[config.mk]
export PLATFORM = sky130hd
export DESIGN_NAME = tl_rx_req_sequencer
export DESIGN_NICKNAME = d
export VERILOG_FILES = /design/src/rtl/tl_rx_req_sequencer.sv
export SDC_FILE = /design/constraint.sdc
export NUM_CORES = 1
export LEC_CHECK = 0
export BUFFER_PORTS_ARGS = -buffer_cell sky130_fd_sc_hd__buf_2
export CAP_MARGIN = 0
export CORE_AREA = 2 2 72 88
export DETAILED_ROUTE_END_ITERATION = 10
export DIE_AREA = 0 0 74 90
export PLACE_DENSITY = 0.47
export SLEW_MARGIN = 40
export SYNTH_ARGS = -nofsm -noshare
export SYNTH_HDL_FRONTEND = slang
export SYNTH_SLANG_ARGS = --single-unit
[constraint.sdc]
create_clock -name i_clk -period 4.1 [get_ports i_clk]
set_clock_uncertainty 0.1 [all_clocks]
set_input_delay 1.23 -clock i_clk [delete_from_list [all_inputs] [get_ports i_clk]]
set_output_delay 1.23 -clock i_clk [all_outputs]
set_load 0.01 [all_outputs]
[src/rtl/tl_rx_req_sequencer.sv]
// rtl/tl_rx_req_sequencer.sv - Sequences P/NP requests from the RX VC buffers onto the master-bridge AW/W/AR request path.
module tl_rx_req_sequencer #(
    parameter int FLAGS_WIDTH      = 6,
    parameter int PAYLOAD_LENGTH   = 10,
    parameter int VALID_DATA_WIDTH = 5,
    parameter int R_CTRL_BUS_WIDTH = 4,
    parameter int CREDIT_WIDTH     = 4
) (
    input  logic                        i_clk,
    input  logic                        i_n_rst,
    input  logic [FLAGS_WIDTH-1:0]      i_vcn_r_empty_flags,
    input  logic                        i_p_fmt_data_bit,
    input  logic [PAYLOAD_LENGTH-1:0]   i_p_length_field,
    input  logic                        i_np_fmt_data_bit,
    input  logic [PAYLOAD_LENGTH-1:0]   i_np_length_field,
    output logic [R_CTRL_BUS_WIDTH-1:0] o_r_req_ctrl,
    output logic                        o_req_valid,
    output logic                        o_req_inc,
    output logic                        o_req_data_write_inc,
    output logic                        o_req_last,
    output logic [VALID_DATA_WIDTH-1:0] o_req_valid_data,
    output logic                        o_req_class,
    input  logic                        i_AWREADY_fifo,
    input  logic                        i_WREADY_fifo,
    input  logic                        i_ARREADY_fifo,
    output logic                        o_p_ca_hdr_inc,
    output logic                        o_np_ca_hdr_inc,
    output logic                        o_p_ca_data_inc,
    output logic                        o_np_ca_data_inc,
    output logic [CREDIT_WIDTH-1:0]     o_ca_data_credits
);

    localparam int FLAG_P_HDR   = 2;
    localparam int FLAG_P_DATA  = 3;
    localparam int FLAG_NP_HDR  = 4;
    localparam int FLAG_NP_DATA = 5;

    localparam int POP_P_HDR   = 0;
    localparam int POP_P_DATA  = 1;
    localparam int POP_NP_HDR  = 2;
    localparam int POP_NP_DATA = 3;

    localparam int  BEAT_W    = PAYLOAD_LENGTH - VALID_DATA_WIDTH + 1;
    localparam logic CLASS_P  = 1'b0;
    localparam logic CLASS_NP = 1'b1;

    typedef enum logic [2:0] {
        S_IDLE,
        S_AW_REQ,
        S_W_DATA,
        S_AR_REQ,
        S_DROP
    } state_t;

    state_t                      state_q;
    state_t                      state_d;
    logic                        class_q;
    logic [PAYLOAD_LENGTH-1:0]   len_q;
    logic [BEAT_W-1:0]           beat_cnt_q;

    logic                        grant;
    logic                        grant_class;
    logic                        load_beats;
    logic                        dec_beat;
    logic [BEAT_W-1:0]           beats_total;
    logic [VALID_DATA_WIDTH-1:0] valid_data_last;
    logic                        last_beat;
    logic                        data_empty;
    logic                        unused_cpl_flags;

    logic p_hdr_avail;
    logic np_hdr_avail;

    assign p_hdr_avail      = ~i_vcn_r_empty_flags[FLAG_P_HDR];
    assign np_hdr_avail     = ~i_vcn_r_empty_flags[FLAG_NP_HDR];
    assign unused_cpl_flags = ^i_vcn_r_empty_flags[1:0];

    // Length 0 means 1024 DW; otherwise beats = ceil(len / 32).
    assign beats_total = (len_q == '0)
                       ? {1'b1, {(BEAT_W-1){1'b0}}}
                       : BEAT_W'(len_q[PAYLOAD_LENGTH-1:VALID_DATA_WIDTH])
                         + BEAT_W'(|len_q[VALID_DATA_WIDTH-1:0]);

    assign valid_data_last = len_q[VALID_DATA_WIDTH-1:0] - VALID_DATA_WIDTH'(1);
    assign last_beat       = (beat_cnt_q == BEAT_W'(1));
    assign data_empty      = (class_q == CLASS_NP) ? i_vcn_r_empty_flags[FLAG_NP_DATA]
                                                   : i_vcn_r_empty_flags[FLAG_P_DATA];

    always_ff @(posedge i_clk or negedge i_n_rst) begin
        if (!i_n_rst) begin
            state_q    <= S_IDLE;
            class_q    <= CLASS_P;
            len_q      <= '0;
            beat_cnt_q <= '0;
        end else begin
            state_q <= state_d;
            if (grant) begin
                class_q <= grant_class;
                len_q   <= (grant_class == CLASS_NP) ? i_np_length_field : i_p_length_field;
            end
            if (load_beats) begin
                beat_cnt_q <= beats_total;
            end else if (dec_beat) begin
                beat_cnt_q <= beat_cnt_q - BEAT_W'(1);
            end
        end
    end

    always_comb begin
        state_d              = state_q;
        grant                = 1'b0;
        grant_class          = CLASS_P;
        load_beats           = 1'b0;
        dec_beat             = 1'b0;
        o_r_req_ctrl         = '0;
        o_req_valid          = 1'b0;
        o_req_inc            = 1'b0;
        o_req_data_write_inc = 1'b0;
        o_req_last           = 1'b0;
        o_req_valid_data     = '0;
        o_p_ca_hdr_inc       = 1'b0;
        o_np_ca_hdr_inc      = 1'b0;
        o_p_ca_data_inc      = 1'b0;
        o_np_ca_data_inc     = 1'b0;
        o_ca_data_credits    = '0;

        case (state_q)
            S_IDLE: begin
                // P has strict priority so an NP request can never pass a posted one.
                if (p_hdr_avail) begin
                    grant       = 1'b1;
                    grant_class = CLASS_P;
                    state_d     = i_p_fmt_data_bit ? S_AW_REQ : S_DROP;
                end else if (np_hdr_avail) begin
                    grant       = 1'b1;
                    grant_class = CLASS_NP;
                    state_d     = i_np_fmt_data_bit ? S_AW_REQ : S_AR_REQ;
                end
            end

            S_AW_REQ: begin
                o_req_valid = 1'b1;
                if (i_AWREADY_fifo) begin
                    o_req_inc  = 1'b1;
                    load_beats = 1'b1;
                    state_d    = S_W_DATA;
                    if (class_q == CLASS_NP) begin
                        o_r_req_ctrl[POP_NP_HDR] = 1'b1;
                        o_np_ca_hdr_inc          = 1'b1;
                    end else begin
                        o_r_req_ctrl[POP_P_HDR] = 1'b1;
                        o_p_ca_hdr_inc          = 1'b1;
                    end
                end
            end

            S_AR_REQ: begin
                o_req_valid = 1'b1;
                if (i_ARREADY_fifo) begin
                    o_req_inc                = 1'b1;
                    o_r_req_ctrl[POP_NP_HDR] = 1'b1;
                    o_np_ca_hdr_inc          = 1'b1;
                    state_d                  = S_IDLE;
                end
            end

            S_W_DATA: begin
                o_req_last       = last_beat;
                o_req_valid_data = last_beat ? valid_data_last : '1;
                // A beat moves only when the W FIFO has room and the class data buffer has a beat.
                if (i_WREADY_fifo && !data_empty) begin
                    o_req_data_write_inc = 1'b1;
                    dec_beat             = 1'b1;
                    o_ca_data_credits    = CREDIT_WIDTH'(o_req_valid_data[VALID_DATA_WIDTH-1:2])
                                         + CREDIT_WIDTH'(1);
                    if (class_q == CLASS_NP) begin
                        o_r_req_ctrl[POP_NP_DATA] = 1'b1;
                        o_np_ca_data_inc          = 1'b1;
                    end else begin
                        o_r_req_ctrl[POP_P_DATA] = 1'b1;
                        o_p_ca_data_inc          = 1'b1;
                    end
                    if (last_beat) begin
                        state_d = S_IDLE;
                    end
                end
            end

            S_DROP: begin
                o_r_req_ctrl[POP_P_HDR] = 1'b1;
                o_p_ca_hdr_inc          = 1'b1;
                state_d                 = S_IDLE;
            end

            default: begin
                state_d = S_IDLE;
            end
        endcase
    end

    assign o_req_class = class_q;

endmodule

# ---- Word-level counts from Yosys, hierarchy flattened
# Index checks and enable logic that the tools add are counted.
dict set report totals {
  inputBits 33
  word_cells 67
  reg_bits 20
  out_inout_bits 22
}
dict set report classes {
  reduce_logical 8
  n_mux 41
  n_addsub 4
  eq_ne 10
}
# operator count
set op_table {}
lappend op_table {{$mux 1} 21}
lappend op_table {{$mux 3} 7}
lappend op_table {{$mux 6} 3}
lappend op_table {{$pmux 3 s4} 1}
lappend op_table {{$logic_not 10->1} 1}
lappend op_table {{$mux 10} 1}
lappend op_table {{$mux 5} 2}
lappend op_table {{$mux 4} 2}
lappend op_table {{$ne 2x2->1 const B} 4}
lappend op_table {{$add 5x1->6} 1}
lappend op_table {{$eq 3x2->1 const B} 2}
lappend op_table {{$eq 6x1->1 const B} 1}
lappend op_table {{$pmux 1 s2} 3}
lappend op_table {{$sub 6x1->6 const B} 1}
lappend op_table {{$reduce_and 5->1} 1}
lappend op_table {{$reduce_or 5->1} 1}
lappend op_table {{$sub 5x1->5 const B} 1}
lappend op_table {{$add 3x1->4 const B} 1}
lappend op_table {{$eq 3x1->1 const B} 1}
lappend op_table {{$eq 3x3->1 const B} 1}
lappend op_table {{$logic_not 3->1} 1}
lappend op_table {{$ne 3x3->1 const B} 1}
lappend op_table {{$mux 2} 1}
lappend op_table {{$reduce_bool 2->1} 1}
lappend op_table {{3 further kinds} 3}

# ---- Logic depth before layout (Yosys ltp)
# Gate-level depths: netlist of run 1.
dict set report logic_depth {
  word_depth 7
  mapped_depth 9
  mapped_depth_nobuf 9
}

# ---- Least setup slack after synthesis of run 1
# Ideal clock, no wire load.
dict set report synth_path {
  path_type {input to output}
  start {input port i_vcn_r_empty_flags[5]}
  end {output port o_ca_data_credits[3]}
  required_ns 2.770
  path_buffers 0
  cell_stages 5
  path_slack_ns 0.558
  arrival_time_ns 2.212
  path_cell_list {mux2i_1 > nand2_1 > clkinv_1 > nand2_1 > nor3_1}
}
dict set report synth_via {
  elab_chain_cells 5
}
# item line
set synth_rtl {}
lappend synth_rtl {{start: declaration} 11} ;# input logic [FLAGS_WIDTH-1:0] i_vcn_r_empty_flags,
lappend synth_rtl {{$mux 1} 86} ;# assign data_empty = (class_q == CLASS_NP) ? i_vcn_r_empty_flags[FLAG_NP_DATA]
lappend synth_rtl {{$logic_not 1->1} 171} ;# if (i_WREADY_fifo && !data_empty) begin
lappend synth_rtl {{$logic_and 1x1->1} 171}
lappend synth_rtl {{$mux 4} 171}
lappend synth_rtl {{$mux 4} 127} ;# case (state_q)
lappend synth_rtl {{end: declaration} 30} ;# output logic [CREDIT_WIDTH-1:0] o_ca_data_credits
# Every way passes these cells.

# ---- Worst setup path in the final report of run 1
dict set report layout_path {
  start {register beat_cnt_q[3]}
  end {output port o_ca_data_credits[2]}
}
dict set report layout_via {
  elab_chain_cells 5
}
# item line
set layout_rtl {}
lappend layout_rtl {{start: declaration} 59} ;# logic [BEAT_W-1:0] beat_cnt_q;
lappend layout_rtl {{start signal: assignment} 102} ;# beat_cnt_q <= beats_total;
lappend layout_rtl {{start signal: assignment} 104} ;# beat_cnt_q <= beat_cnt_q - BEAT_W'(1);
lappend layout_rtl {{$eq 6x1->1} 85} ;# assign last_beat = (beat_cnt_q == BEAT_W'(1));
lappend layout_rtl {{$mux 5} 169} ;# o_req_valid_data = last_beat ? valid_data_last : '1;
lappend layout_rtl {{$add 3x1->4} 175} ;# + CREDIT_WIDTH'(1);
lappend layout_rtl {{$mux 4} 171}
lappend layout_rtl {{$mux 4} 127}
# Every way passes these cells.

==> results.sh, run 1 <==
export IMPL_outcome="complete, no violations"
export IMPL_finalCriticalPeriod_ns=3.616
export IMPL_first_iter_violations=38
export IMPL_criticalPathCategory="register to output pin"
export IMPL_power_leakage_nw=0.8993
export IMPL_rsz0062_at_grt="no"
export IMPL_fp_dieW_um=74
export IMPL_setup_viol=0
export IMPL_ys_top_cells_by_area="dfrtp_1, mux2i_1, a21oi_1"
export IMPL_grt_max_degree=23
export IMPL_layout_setup_ws_ns=0.4842
export IMPL_die_area_um2=6660
export IMPL_dpl_cell_area_um2=1723
export IMPL_crit_arrival_ns=2.29
export IMPL_endpoint_kind="output pin"
export IMPL_finalHoldViolCount=0
export IMPL_gp_congestion=0.7683
export IMPL_synth_seq_area_share_pct=35.59
export IMPL_ir_drop_v=0.0001577
export IMPL_synth_commonest_cells="nor2_1, dfrtp_1, a21oi_1"
export IMPL_final_max_slew_viol_count=0
export IMPL_postCtsResizedCells=0
export IMPL_fmax_ghz=0.2766
export IMPL_cap_viol_max_count=0
export IMPL_ios=55
export IMPL_rows=31
export IMPL_route_detailed_wl_per_inst_um=11.19
export IMPL_fillers=631
export IMPL_cts_root_buf="clkbuf_8"
export IMPL_firstDrtPassIters=4
export IMPL_synth_top_area_share_pct=35.59
export IMPL_clkTransAtPathRegs_ns=0.07
export IMPL_netlist_instances=162
export IMPL_cts_setup_buffers=0
export IMPL_worst_pin_slew_ns=0.4552
export IMPL_cts_buffers=3
export IMPL_start_util_pct=24.01
export IMPL_synth_ff_type="dfrtp_1"
export IMPL_cp_cell_sequence="nor3_1, and2_0, and2_1, inv_1, ha_1, nand2b_1, mux2i_1, buf_2"
export IMPL_pre_cts_ws_ns=0.4823
export IMPL_drive_above_1_share_pct=27.96
export IMPL_fin_crit_sh_pct=88.19
export IMPL_synthArstFlopShare_pct=100.0
export IMPL_drc_errors=0
export IMPL_via_per_inst=4.348
export IMPL_dp_hpwl_um=2671
export IMPL_critPathSlowestCell="dfrtp_1"
export IMPL_synth_warnings=0
export IMPL_portBuffers=52
export IMPL_fin_area_um2=1764
export IMPL_coreArea_um2=5857
export IMPL_yosysUniqueCellTypes=37
export IMPL_fin_tns_setup_ns=0
export IMPL_power_density_nw_per_um2=626.9
export IMPL_rrSetupSlack_ns=1.94
export IMPL_num_antenna_cells=0
export IMPL_gr_usage_all_layers_pct=10.31
export IMPL_via_count=1274
export IMPL_netlist_area_um2=1406
export IMPL_clkSinkCount=20
export IMPL_finish_utilization_pct=30.12
export IMPL_first_global_vias=1187
export IMPL_nets=252
export IMPL_crit_fanout=6
export IMPL_yosysMostFrequentCell="nor2_1"
export IMPL_drt_total_wl_um=3279
export IMPL_antenna_left=0
export IMPL_antenna_found_initial=0
export IMPL_syn_nets=201
export IMPL_cts_path_max_buffers=2
export IMPL_synth_edff_count=0
export IMPL_worstSkewPairLatency_ns=0.25
export IMPL_hold_worst_slack_ns=0.4490
export IMPL_syn_to_final_growth_pct=25.44
export IMPL_syn_area_per_cell_um2=8.681
export IMPL_synth_top_cell_by_area="dfrtp_1"
export IMPL_grt_pass1_wl_um=5416
export IMPL_worstPathRequired_ns=2.77
export IMPL_ctsHoldBuffers=0
export IMPL_h_tree_depth=1
export IMPL_hp_class="register to register"
export IMPL_grt_ovfl_total=0
export IMPL_cp_slowest_stage_delay_ns=0.40
export IMPL_cts_tree="done"
export IMPL_max_slew_margin_pct=69.65
export IMPL_synth_seq_cells=20
export IMPL_die_y_um=90
export IMPL_startpoint_type="register"
## stage by stage
step,power (mW),instances
after floorplan,0.8249,162
after global placement,0.9863,290
after detailed placement,0.9912,290
after CTS,1.124,293
after global routing,1.226,293
final,1.106,293
## worst paths after layout
kind                            cells past startpoint                   endpoint                      start
worst max-delay path                                8       o_ca_data_credits[2]  beat_cnt_q[3]$_DFFE_PN0P_
worst min-delay path                                2  beat_cnt_q[5]$_DFFE_PN0P_  beat_cnt_q[5]$_DFFE_PN0P_
worst max register to register                      9  beat_cnt_q[4]$_DFFE_PN0P_       len_q[0]$_DFFE_PN0P_
worst min register to register                      2  beat_cnt_q[5]$_DFFE_PN0P_  beat_cnt_q[5]$_DFFE_PN0P_
max in group asynchronous                           1  beat_cnt_q[1]$_DFFE_PN0P_                    i_n_rst
min in group asynchronous                           1       len_q[3]$_DFFE_PN0P_                    i_n_rst
## metal layers
layer	track usage [%]	part of all wire, %
met5	0	0
met3	0.6726	3.5
met4	4.545	1.2
met2	16.07	47
met1	14.38	48
## power by group
part           leakage, nW  switching [mW]  internal, mW
registers            0.234           0.103         0.290
logic                0.644           0.313         0.272
clock network       0.0216          0.0626        0.0653
total                0.899           0.479         0.627
## registers in the layout (all words and copies together) (netlist names)
name	count
beat_cnt_q	6
len_q	10
o_req_class	1
state_q	3
## cell usage in the layout, fill, tap and decap left out, types with 2 or more instances in the layout
master and count:
buf_2 52, nor2_1 23, dfrtp_1 20, a21oi_1 18
mux2i_1 13, nand2_1 10, nand3_1 8, xnor2_1 7
inv_1 7, ha_1 6, nor3_1 5, nand2b_1 4
o21ai_0 4, a22o_1 4, and3_1 3, clkbuf_8 3
nor3b_1 2, nand4_1 2, xor2_1 2, buf_4 2
## cell families (layout without fill, tap and decap cells)
family	count (synthesis)	count (layout)	synth area share, %
compound gates	29	29	12.01
xor+xnor	9	9	5.605
flops	20	20	35.59
simple gates	69	69	25.71
buf+inv	16	65	6.494
fa+ha+maj	6	6	5.338
mux	13	13	9.252
## area by class of cell
cell class | count | area (um^2) | area share [%]
Tap cell | 82 | 102.6 | 5.816
Inverter | 8 | 30.03 | 1.702
Clock buffer | 3 | 41.29 | 2.340
Multi-Input combinational cell | 126 | 814.5 | 46.17
Sequential cell | 20 | 500.5 | 28.37
Timing Repair Buffer | 54 | 275.3 | 15.60
## worst max-delay path: cells and delay by family, from the launching register on
family	cells	cell delay (ns)
multiplexers	1	0.14
buffers and inverters	2	0.21
flip-flops	1	0.40
adder cells (fa/ha/maj)	1	0.20
AND/OR/NAND/NOR	4	1.09
Note: power is estimated with default switching activity, not from simulation.
==> run 2, diff against run 1 <==
- CORE_AREA: 2 2 72 88 -> 2 2 61 75
- DIE_AREA: 0 0 74 90 -> 0 0 63 77
- PLACE_DENSITY: 0.47 -> 0.6
==> results.sh, run 2 (synthesis results as in run 1) <==
export IMPL_outcome="complete, no violations"
export IMPL_reg_top3="len_q (10), beat_cnt_q (6), state_q (3)"
export IMPL_rrSetupSlack_ns=1.93
export IMPL_layout_cells_non_filler=269
export IMPL_grt_max_degree=23
export IMPL_ios=55
export IMPL_drc_errors=0
export IMPL_combinationalPowerShare_pct=50.0
export IMPL_postCtsResizedCells=0
export IMPL_pre_cts_ws_ns=0.4734
export IMPL_via_count=1314
export IMPL_final_cell_mix="buf_2, nor2_1, dfrtp_1"
export IMPL_hold_depth=2
export IMPL_cp_cell_sequence="buf_2, and4bb_1, nand2_1, clkinv_1, nand2b_1, mux2i_1, buf_2"
export IMPL_route_detailed_wl_per_inst_um=11.94
export IMPL_worstSkewPairLatency_ns=0.27
export IMPL_crit_fanout=6
export IMPL_fmax_ghz=0.2770
export IMPL_finalCriticalPeriod_ns=3.610
export IMPL_grt_util_met1_pct=17.59
export IMPL_power_density_nw_per_um2=667.5
export IMPL_setup_viol=0
export IMPL_final_max_slew_viol_count=0
export IMPL_grt_pass1_wl_um=5395
export IMPL_syn_to_final_growth_pct=25.80
export IMPL_rr_startpoint="len_q[0]$_DFFE_PN0P_"
export IMPL_portBuffers=52
export IMPL_timing_rr_end="beat_cnt_q[4]$_DFFE_PN0P_"
export IMPL_hp_class="register to register"
export IMPL_firstDrtPassIters=4
export IMPL_fp_dieW_um=63
export IMPL_num_antenna_cells=0
export IMPL_endpoint_kind="output pin"
export IMPL_largest_reg_flops=10
export IMPL_first_global_vias=1217
export IMPL_clkTransAtPathRegs_ns=0.07
export IMPL_layout_setup_ws_ns=0.4900
export IMPL_coreArea_um2=4131
export IMPL_grt_busiest_layer="met2"
export IMPL_nets=253
export IMPL_cpMostUsedCell="buf_2"
export IMPL_internal_power_mw=0.6938
export IMPL_antenna_found_initial=0
export IMPL_pwr_share_seq_pct=33.1
export IMPL_min_to="beat_cnt_q[5]$_DFFE_PN0P_"
export IMPL_cts_root_buf="clkbuf_8"
export IMPL_met3_usage_pct=1.906
export IMPL_startpoint_type="primary input"
export IMPL_critPathSlowestCell="and4bb_1"
export IMPL_placedCellCount=265
export IMPL_cts_path_max_buffers=2
export IMPL_hold_worst_slack_ns=0.4620
export IMPL_cts_setup_buffers=0
export IMPL_via_per_inst=4.885
export IMPL_p_sw_share_pct=41.25
export IMPL_use_met2_pct=23.09
export IMPL_final_common_cell="buf_2"
export IMPL_fin_crit_sh_pct=88.05
export IMPL_cap_viol_max_count=0
export IMPL_finalHoldViolCount=0
export IMPL_p_clk_share_pct=16.9
export IMPL_p_sw_mw=0.4872
export IMPL_finish_utilization_pct=42.82
export IMPL_ir_drop_v=0.0003104
export IMPL_h_tree_depth=1
export IMPL_gp_congestion=0.7265
export IMPL_cp_slowest_stage_delay_ns=0.27
export IMPL_fillers=442
export IMPL_ctsHoldBuffers=0
export IMPL_rows=26
export IMPL_crit_arrival_ns=2.28
export IMPL_worstPathRequired_ns=2.77
export IMPL_rsz0062_at_grt="no"
export IMPL_cts_tree="done"
export IMPL_die_y_um=77
export IMPL_regMostFlops="len_q"
export IMPL_criticalPathCategory="primary input to output pin"
export IMPL_drive_above_1_share_pct=28.64
export IMPL_drt_total_wl_um=3211
export IMPL_dp_hpwl_um=2508
export IMPL_die_area_um2=4851
export IMPL_antenna_left=0
export IMPL_start_util_pct=34.04
export IMPL_gr_usage_all_layers_pct=13.89
export IMPL_worst_pin_slew_ns=0.4409
export IMPL_rr_worst_depth=9
export IMPL_power_leakage_nw=0.9189
export IMPL_clkSinkCount=20
export IMPL_fin_tns_setup_ns=0
export IMPL_first_iter_violations=40
export IMPL_grt_ovfl_total=0
export IMPL_cts_buffers=3
export IMPL_hold_start="beat_cnt_q[5]$_DFFE_PN0P_"
export IMPL_max_slew_margin_pct=70.38
run 2: stage by stage:
step	area, um^2	power [mW]
final	1769	1.181
after global routing	1769	1.290
after global placement	1698	0.9780
after CTS	1769	1.192
after detailed placement	1698	0.9880
after floorplan	1406	0.8249
run 2: how the worst max path moves through the flow:
stage | start | endpoint | slack (ns) | cells past startpoint
after global placement | i_WREADY_fifo | o_ca_data_credits[3] | 0.50 | 7
after detailed placement | i_WREADY_fifo | o_ca_data_credits[2] | 0.47 | 7
final | i_WREADY_fifo | o_ca_data_credits[2] | 0.49 | 7
after global routing | beat_cnt_q[2]$_DFFE_PN0P_ | o_ca_data_credits[2] | 0.31 | 9
after CTS | i_WREADY_fifo | o_ca_data_credits[2] | 0.48 | 7
after floorplan | i_vcn_r_empty_flags[5] | o_ca_data_credits[3] | 0.56 | 5
run 2: power by group through the flow:
stage | registers (mW) | logic [mW] | clock network (mW)
floorplan | 0.366 | 0.459 | 0
global placement | 0.392 | 0.586 | 0
detailed placement | 0.395 | 0.593 | 0
CTS | 0.391 | 0.599 | 0.202
global route | 0.413 | 0.669 | 0.208
finish | 0.391 | 0.591 | 0.199
run 2: worst max-delay path: cells and delay by family:
family                 cells  cell delay (ns)
muxes                      1             0.07
buffers and inverters      3             0.44
and+or+nand+nor            3             0.55
run 2: layout make-up:
type                            instances  area, um^2  share of cell area, %
Multi-Input combinational cell        126       814.5                  46.04
Sequential cell                        20       500.5                  28.29
Timing Repair Buffer                   55       282.8                  15.98
Tap cell                               56       70.07                  3.960
Clock buffer                            3       41.29                  2.334
Clock inverter                          1       30.03                  1.697
Inverter                                8       30.03                  1.697
run 2: layer usage:
layer	wire length [um]	vias to the layer above
met5	0	-
met3	194	4
met1	1462	600
met4	55	0
li1	-	665
met2	1499	45
==> run 3, diff against run 2 <==
- ABC_AREA: not set -> 1
- CORE_AREA: 2 2 61 75 -> 2 2 53 65
- DIE_AREA: 0 0 63 77 -> 0 0 55 67
- PLACE_DENSITY: 0.6 -> 0.83
==> results.sh, run 3 <==
export IMPL_criticalPathCategory="primary input to output pin"
export IMPL_synth_top_area_share_pct=31.85
export IMPL_synthArstFlopShare_pct=100.0
export IMPL_synth_commonest_cells="nand2_1, nor2_1, inv_1"
export IMPL_rr_startpoint="len_q[0]$_DFFE_PN0P_"
export IMPL_cts_setup_buffers=0
export IMPL_cts_tree="done"
export IMPL_pwr_share_seq_pct=32.6
export IMPL_cp_slowest_stage_delay_ns=0.20
export IMPL_multi_input_area_um2=910.9
export IMPL_finalHoldViolCount=0
export IMPL_use_met2_pct=37.35
export IMPL_grt_ovfl_total=0
export IMPL_syn_area_per_cell_um2=7.047
export IMPL_synth_edff_count=0
export IMPL_startpoint_type="primary input"
export IMPL_ctsHoldBuffers=0
export IMPL_drc_errors=0
export IMPL_final_cell_mix="buf_2, nand2_1, nor2_1"
export IMPL_fin_crit_sh_pct=82.29
export IMPL_met3_usage_pct=2.018
export IMPL_outcome="complete, no violations"
export IMPL_first_global_vias=1385
export IMPL_crit_fanout=9
export IMPL_gr_usage_all_layers_pct=20.57
export IMPL_p_total_mw=1.216
export IMPL_setup_viol=0
export IMPL_fillers=306
export IMPL_synth_seq_cells=20
export IMPL_hold_worst_slack_ns=0.4143
export IMPL_drive_above_1_share_pct=26.10
export IMPL_internal_power_mw=0.6456
export IMPL_hp_class="register to register"
export IMPL_hold_start="len_q[2]$_DFFE_PN0P_"
export IMPL_fmax_ghz=0.2964
export IMPL_die_y_um=67
export IMPL_die_area_um2=3685
export IMPL_ir_drop_v=0.0004156
export IMPL_rsz0062_at_grt="no"
export IMPL_p_sw_share_pct=46.93
export IMPL_h_tree_depth=1
export IMPL_ys_top_cells_by_area="dfrtp_1, nand2_1, nor2_1"
export IMPL_cts_buffers=3
export IMPL_netlist_area_um2=1572
export IMPL_cts_path_max_buffers=2
export IMPL_synth_top_cell_by_area="dfrtp_1"
export IMPL_grt_busiest_layer="met2"
export IMPL_cts_root_buf="clkbuf_4"
export IMPL_synth_seq_area_share_pct=31.85
export IMPL_synth_ff_type="dfrtp_1"
export IMPL_endpoint_kind="output pin"
export IMPL_synth_fa_ha_area_share_pct=4.777
export IMPL_first_iter_violations=35
export IMPL_postCtsResizedCells=0
export IMPL_firstDrtPassIters=4
export IMPL_combinationalPowerShare_pct=54.1
export IMPL_nets=312
export IMPL_via_per_inst=5.091
export IMPL_fp_dieW_um=55
export IMPL_clkSinkCount=20
export IMPL_grt_pass1_wl_um=5609
export IMPL_crit_arrival_ns=2.04
export IMPL_portBuffers=52
export IMPL_synth_top_family_by_area="simple AND/OR/NAND/NOR gates"
export IMPL_critPathLaunch="i_vcn_r_empty_flags[5]"
export IMPL_p_clk_share_pct=13.3
export IMPL_ios=55
export IMPL_start_util_pct=51.90
export IMPL_final_common_cell="buf_2"
export IMPL_largest_reg_flops=10
export IMPL_fin_tns_setup_ns=0
export IMPL_yosysMostFrequentCell="nand2_1"
export IMPL_antenna_left=0
export IMPL_via_count=1568
export IMPL_worstPathRequired_ns=2.77
export IMPL_grt_max_degree=21
export IMPL_gp_congestion=0.7607
export IMPL_crit_family="simple AND/OR/NAND/NOR gates"
export IMPL_regArea_um2=500.5
export IMPL_antenna_found_initial=0
export IMPL_rows=22
export IMPL_grt_util_met1_pct=23.62
export IMPL_num_antenna_cells=0
export IMPL_regMostFlops="len_q"
export IMPL_muxShareOfSynthArea_pct=0
export IMPL_finalCriticalPeriod_ns=3.374
export IMPL_synth_simple_area_share_pct=37.18
export IMPL_p_sw_mw=0.5708
export IMPL_coreArea_um2=3028
export IMPL_route_detailed_wl_per_inst_um=10.52
export IMPL_cp_cell_sequence="buf_2, nand2_1, nand2_1, nor2_1, nand2_4, nor2_1, buf_2"
export IMPL_power_leakage_nw=1.021
export IMPL_synth_warnings=0
export IMPL_dp_hpwl_um=2597
export IMPL_power_density_nw_per_um2=649.8
export IMPL_syn_nets=262
export IMPL_clkTransAtPathRegs_ns=0.12
export IMPL_cap_viol_max_count=0
export IMPL_yosysUniqueCellTypes=29
export IMPL_crit_buf_inv=2
export IMPL_syn_to_final_growth_pct=19.11
export IMPL_drt_total_wl_um=3239
export IMPL_max_slew_margin_pct=69.75
export IMPL_synthXorXnorAreaFrac_pct=2.229
export IMPL_final_max_slew_viol_count=0
export IMPL_critPathSlowestCell="nor2_1"
export IMPL_worst_pin_slew_ns=0.4538
export IMPL_worstSkewPairLatency_ns=0.30
export IMPL_reg_top3="len_q (10), beat_cnt_q (6), state_q (3)"
export IMPL_synth_compound_area_share_pct=13.77
export IMPL_netlist_instances=223
-- run 3: cell types whose count changed after synthesis, sizes merged, moves of 11 or more --
cell   previous run  this run
inv               7        26
nor2             23        39
a21oi            18         7
nand2            10        55
o21ai             4        17
nand3             8        23
mux2i            13         0
-- run 3: through the flow --
stage	utilization [%]	instance area, um^2	cells	setup slack [ns]
global route	61.82	1872	308	0.6048
global placement	60.08	1819	304	0.7468
CTS	61.82	1872	308	0.7138
detailed placement	60.08	1819	304	0.7239
finish	61.82	1872	308	0.7260
floorplan	-	1572	223	0.7159
-- run 3: final cells by class --
| cell class | count | area share (%) |
|---|---|---|
| Clock buffer | 3 | 1.203 |
| Clock inverter | 1 | 1.604 |
| Inverter | 26 | 5.481 |
| Multi-Input combinational cell | 170 | 48.66 |
| Sequential cell | 20 | 26.74 |
| Tap cell | 36 | 2.406 |
| Timing Repair Buffer | 52 | 13.90 |
-- run 3: worst paths after layout --
| path | slack (ns) | depth (start not counted) | to |
|---|---|---|---|
| worst max-delay path | 0.73 | 7 | o_np_ca_data_inc |
| worst min-delay path | 0.41 | 2 | len_q[2]$_DFFE_PN0P_ |
| worst max register to register | 2.17 | 11 | beat_cnt_q[4]$_DFFE_PN0P_ |
| worst min register to register | 0.41 | 2 | len_q[2]$_DFFE_PN0P_ |
| max in group asynchronous | 2.83 | 1 | beat_cnt_q[3]$_DFFE_PN0P_ |
| min in group asynchronous | 0.76 | 1 | len_q[6]$_DFFE_PN0P_ |
-- run 3: worst reg2reg max path: stages, from the launching register on --
cell and delay, ns:
dfrtp_1 0.42, inv_1 0.10, ha_1 0.21, nand4_1 0.14
ha_1 0.22, ha_1 0.21, nand3_1 0.11, xnor2_1 0.13
nand2_1 0.08, nand2_1 0.06, nand2_1 0.04, nand2_1 0.05
-- run 3: cell families (layout without fill, tap and decap cells) --
family                     Yosys count  in the layout
adders and majority gates            6              6
buffers and inverters               33             82
DFF                                 20             20
and+or+nand+nor                    123            123
xor gates and xnor gates             4              4
AOI/OAI and AO/OA                   37             37
-- run 3: layer usage --
metal / routed length, um / part of all wire (%)
met5: 0 / 0
met4: 57 / 1.8
met3: 77 / 2.4
met2: 1784 / 55
met1: 1319 / 41
-- run 3: power groups by stage --
stage | registers [mW] | clock network [mW] | logic [mW]
floorplan | 0.376 | 0 | 0.537
global placement | 0.393 | 0 | 0.647
detailed placement | 0.398 | 0 | 0.660
CTS | 0.395 | 0.163 | 0.666
global route | 0.412 | 0.171 | 0.756
finish | 0.396 | 0.161 | 0.658
